### config.mk
export PLATFORM = sky130hd
export DESIGN_NAME = cond_issue_ctrl
export DESIGN_NICKNAME = d
export VERILOG_FILES = /design/src/rtl/cond_issue_ctrl.sv
export SDC_FILE = /design/constraint.sdc
export NUM_CORES = 1
export LEC_CHECK = 0
export CAP_MARGIN = 20
export CORE_ASPECT_RATIO = 0.9
export CORE_MARGIN = 2
export CORE_UTILIZATION = 23
export DETAILED_ROUTE_END_ITERATION = 10
export PLACE_DENSITY = 0.51
export SKIP_CTS_REPAIR_TIMING = 1
export SYNTH_ARGS = -nofsm -noshare
export SYNTH_HDL_FRONTEND = slang
export SYNTH_SLANG_ARGS = --single-unit
### constraint.sdc
create_clock -name clk -period 3.6 [get_ports clk]
set_input_delay 0.72 -clock clk [delete_from_list [all_inputs] [get_ports clk]]
set_output_delay 0.72 -clock clk [all_outputs]
set_load 0.05 [all_outputs]
### src/rtl/cond_issue_ctrl.sv
// cond_issue_ctrl: owns the NZCV status register and gates ID->EXE issue of
// conditional instructions while flag-setting producers are still in flight.
// Optional build macro: COND_FLAG_BYPASS_EN (evaluate against sr_in during the
// flag write cycle and release the stall one cycle earlier).
//
// state | meaning
// ------+-----------------------------------------------------------
// IDLE  | no flag-setting instruction in flight, cnt == 0
// WAIT  | flags pending, cnt counts down to the producer's sr_we cycle
module cond_issue_ctrl #(
  parameter int FLAG_LAT = 2,
  parameter int CNT_W    = 3
) (
  input  logic       clk,
  input  logic       rst,
  input  logic       id_valid,
  output logic       id_ready,
  input  logic [3:0] id_cond,
  input  logic       id_s,
  input  logic       flush,
  input  logic       sr_we,
  input  logic [3:0] sr_in,
  output logic [3:0] sr_out,
  output logic       ex_valid,
  output logic       ex_cond_pass,
  output logic       ex_s_en,
  output logic       busy
);

  typedef enum logic {
    IDLE = 1'b0,
    WAIT = 1'b1
  } state_t;

  state_t           state, state_nxt;
  logic [CNT_W-1:0] cnt, cnt_nxt;
  logic [3:0]       sr;
  logic [3:0]       flags;
  logic             flag_n, flag_z, flag_c, flag_v;
  logic             pass;
  logic             needs_flags;
  logic             stall;
  logic             issue;
  logic             load;

  // Flags seen by the condition evaluator
  always_comb begin
`ifdef COND_FLAG_BYPASS_EN
    flags = sr_we ? sr_in : sr;
`else
    flags = sr;
`endif
  end

  assign flag_n = flags[3];
  assign flag_z = flags[2];
  assign flag_c = flags[1];
  assign flag_v = flags[0];

  // ARM condition field decode
  always_comb begin
    pass = 1'b0;
    case (id_cond)
      4'b0000: pass = flag_z;
      4'b0001: pass = ~flag_z;
      4'b0010: pass = flag_c;
      4'b0011: pass = ~flag_c;
      4'b0100: pass = flag_n;
      4'b0101: pass = ~flag_n;
      4'b0110: pass = flag_v;
      4'b0111: pass = ~flag_v;
      4'b1000: pass = flag_c & ~flag_z;
      4'b1001: pass = ~flag_c | flag_z;
      4'b1010: pass = (flag_n == flag_v);
      4'b1011: pass = (flag_n != flag_v);
      4'b1100: pass = ~flag_z & (flag_n == flag_v);
      4'b1101: pass = flag_z | (flag_n != flag_v);
      4'b1110: pass = 1'b1;
      default: pass = 1'b0;
    endcase
  end

  // AL and NV never look at the flags, so they never wait on them
  assign needs_flags = (id_cond[3:1] != 3'b111);

  // Issue gating; the bypass build lets the dependent slip into the write cycle
  always_comb begin
`ifdef COND_FLAG_BYPASS_EN
    stall = id_valid & needs_flags & (cnt != '0) & ~flush
          & ~((cnt == CNT_W'(1)) & sr_we);
`else
    stall = id_valid & needs_flags & (cnt != '0) & ~flush;
`endif
  end

  assign id_ready = ~stall;
  assign issue    = id_valid & ~stall & ~flush;
  // A failing S instruction never writes flags, so it must not start a wait
  assign load     = issue & id_s & pass;

  // Pending countdown and IDLE/WAIT sequencing; youngest producer reloads
  always_comb begin
    state_nxt = state;
    cnt_nxt   = cnt;
    if (load) begin
      cnt_nxt = CNT_W'(FLAG_LAT);
    end else if (cnt != '0) begin
      cnt_nxt = cnt - CNT_W'(1);
    end
    case (state)
      IDLE:    if (load) state_nxt = WAIT;
      WAIT:    if (!load && (cnt == CNT_W'(1))) state_nxt = IDLE;
      default: state_nxt = IDLE;
    endcase
  end

  // State, counter, flag register and EXE issue registers
  always_ff @(posedge clk) begin
    if (rst) begin
      state        <= IDLE;
      cnt          <= '0;
      sr           <= 4'b0000;
      ex_valid     <= 1'b0;
      ex_cond_pass <= 1'b0;
      ex_s_en      <= 1'b0;
    end else begin
      state        <= state_nxt;
      cnt          <= cnt_nxt;
      if (sr_we) sr <= sr_in;
      ex_valid     <= issue;
      ex_cond_pass <= issue & pass;
      ex_s_en      <= load;
    end
  end

  assign sr_out = sr;
  assign busy   = (state == WAIT);

endmodule

==> flow_summary.toml <==
[floorplan]
die_h_um = 55.5
die-area_mm2 = 0.00340
pin_count = 23
start_util = 0.245
die_x_um = 61.2
core.rowCount = 18
coreArea_mm2 = 0.00277

[power_and_ir_drop]
p_total_uw = 288
vdd_drop_max_uv = 116
power_density_mw_per_mm2 = 308
p_leak_nw = 0.349

[logic_synthesis]
synthCells = 74
async_flop_share = 0
ys_warn_count = 0
ys.flop_type = "dfxtp_1"
synth_seq_cells = 11
synth_compound_area_frac = 0.179
synth_area_um2 = 678
synth_xor_area_frac = 0.0129
seq_area_frac_synth = 0.325
synth.distinct_cells = 36
synth.largest_area_cell = "dfxtp_1"
synth_top_area_frac = 0.325
synth_edf_count = 0
synth_top_family_by_area = "simple AND/OR/NAND/NOR gates"
synthAdderAreaFrac = 0
synthesis.nets = 88
synth_area_leaders = "dfxtp_1 (32%), mux2i_1 (8.9%), nor2_1 (5.0%), nor4b_4 (3.5%), nor3b_1 (3.3%)"
synthMuxAreaShare = 0.0886
synth-simple-area-share = 0.330
syn_avg_cell_area_um2 = 9.16

[routing]
via_count = 588
wl_per_cell_um = 10.8
dr.pass1.iters = 3
post-route-drc-count = 0
wl_mm = 1.44
viasPerCell = 4.39
drt.antenna.violating_nets = 0
drt_iter0_markers = 8

[sta]
setup-violations-final = 0
final.setup.tns_ns = 0
drv_slew = 0
max_slew_margin = 0.620
hold_slack_ns = 0.460
max_freq_mhz = 365
setup_slack_ns = 0.861
period_share = 0.761
hold_viol = 0
period_minus_slack_ns = 2.74
tightest_slew_ns = 0.566
rsz0062_at_grt = "false"
finClkSkew_ns = 0.00377

[clock_tree]
cts_buffers = 3
path_clk_slew_ns = 0.07
cts_tree = "built"
cts_root_buf = "clkbuf_4"
worstSkewPairLatency_ns = 0.27
cts_sinks = 11
cts_buffer_depth = 2
cts_htree_levels = 1

[run]
maxCapViolations = 0

[grt]
grt_max_degree = 14
antenna_found_initial = 0
grt_pass1_wl_mm = 2.30
grt_pass1_vias = 480
overflow = 0
grt_usage = 0.0891

[finish]
n_fill_cell = 294
n_antenna_cell = 0
syn2layout_area_growth_pct = 38.0
fin_util = 0.338
layout.cells.non_filler = 134
layout.nets = 109
drive_above_1_share = 0.117
fin_area_um2 = 936

[critical_path]
r2r_slack_ns = 1.91
crit_path_end_kind = "output pin"
required_ns = 2.88
r2r_cells = 5
crit_path_start_kind = "input port"
crit_fanout = 13
path_class = "input port to output pin"
arrival_ns = 2.02

[hold_path]
hp-class = "flop to flop"
min_path_cells = 2

[run_status]
status = "finished, final reports clean"

[placement]
dp_slack_ns = 0.868
dpl.hpwl_mm = 1.11
portBuffers = 22
globalplace.congestion = 0.758
placed_cells = 130
placed_cell_area_um2 = 910
cell usage after synthesis, drive strengths merged, types with 2 or more instances:
library cell,instances
dfxtp,11
nor2,9
mux2i,6
nand2,5
a21oi,4
buf,4
nor3b,4
and3,3
o21ai,3
clkbuf,2
inv,2
nor4b,2
nor4bb,2
o31ai,2
sequential cells by signal (all words and copies together), names as in the netlist:
name and flops:
busy 1, ex_valid 1, ex_cond_pass 1, sr_out 4, ex_s_en 1, cnt 3
path summary, 6_finish.rpt:
path / start / to
max: id_cond[3] / id_ready
min: busy / busy
min reg2reg: busy / busy
max reg2reg: sr_out[0] / cnt[2]
where the power goes:
| part | switching (mW) | leakage [nW] | internal (mW) |
|---|---|---|---|
| logic | 0.0386 | 0.244 | 0.0350 |
| registers | 0.00606 | 0.0898 | 0.126 |
| clock network | 0.0390 | 0.0150 | 0.0429 |
| total | 0.0836 | 0.349 | 0.204 |
cell type report:
type / count / area (um^2) / share of cell area
clock buffers: 4 / 26.3 / 0.0281
flip-flops and latches: 11 / 220 / 0.235
inverters: 2 / 7.51 / 0.00802
multi-input cells: 55 / 414 / 0.443
repair buffers: 22 / 218 / 0.233
well taps: 40 / 50.0 / 0.0535
critical path: stages:
cell and delay, ns:
clkdlybuf4s50_1 0.69, nand3_1 0.14, o31ai_1 0.12, nand2b_1 0.16, buf_4 0.19
kinds of logic after synthesis:
family          count (synthesis)
compound gates                 15
mux                             6
buf+inv                         8
simple gates                   33
xor+xnor                        1
flops                          11
cell usage in the layout (no fill, tap or decap), drive strengths merged, types with 2 or more instances in the layout:
master and instances:
clkbuf 4, o31ai 2, o21ai 3, a21oi 4
inv 2, nor2 9, nor4bb 2, nor4b 2
mux2i 6, dfxtp 11, nor3b 4, clkdlybuf4s50 21
and3 3, nand2 5
layer usage:
| layer | global-route usage | up-vias | wire length [um] |
|---|---|---|---|
| li1 | - | 310 | - |
| met1 | 0.118 | 263 | 685 |
| met2 | 0.129 | 15 | 670 |
| met3 | 0.0375 | 0 | 86 |
| met4 | 0.0280 | 0 | 0 |
| met5 | 0 | - | 0 |
Note: power is estimated with default switching activity, not from simulation.
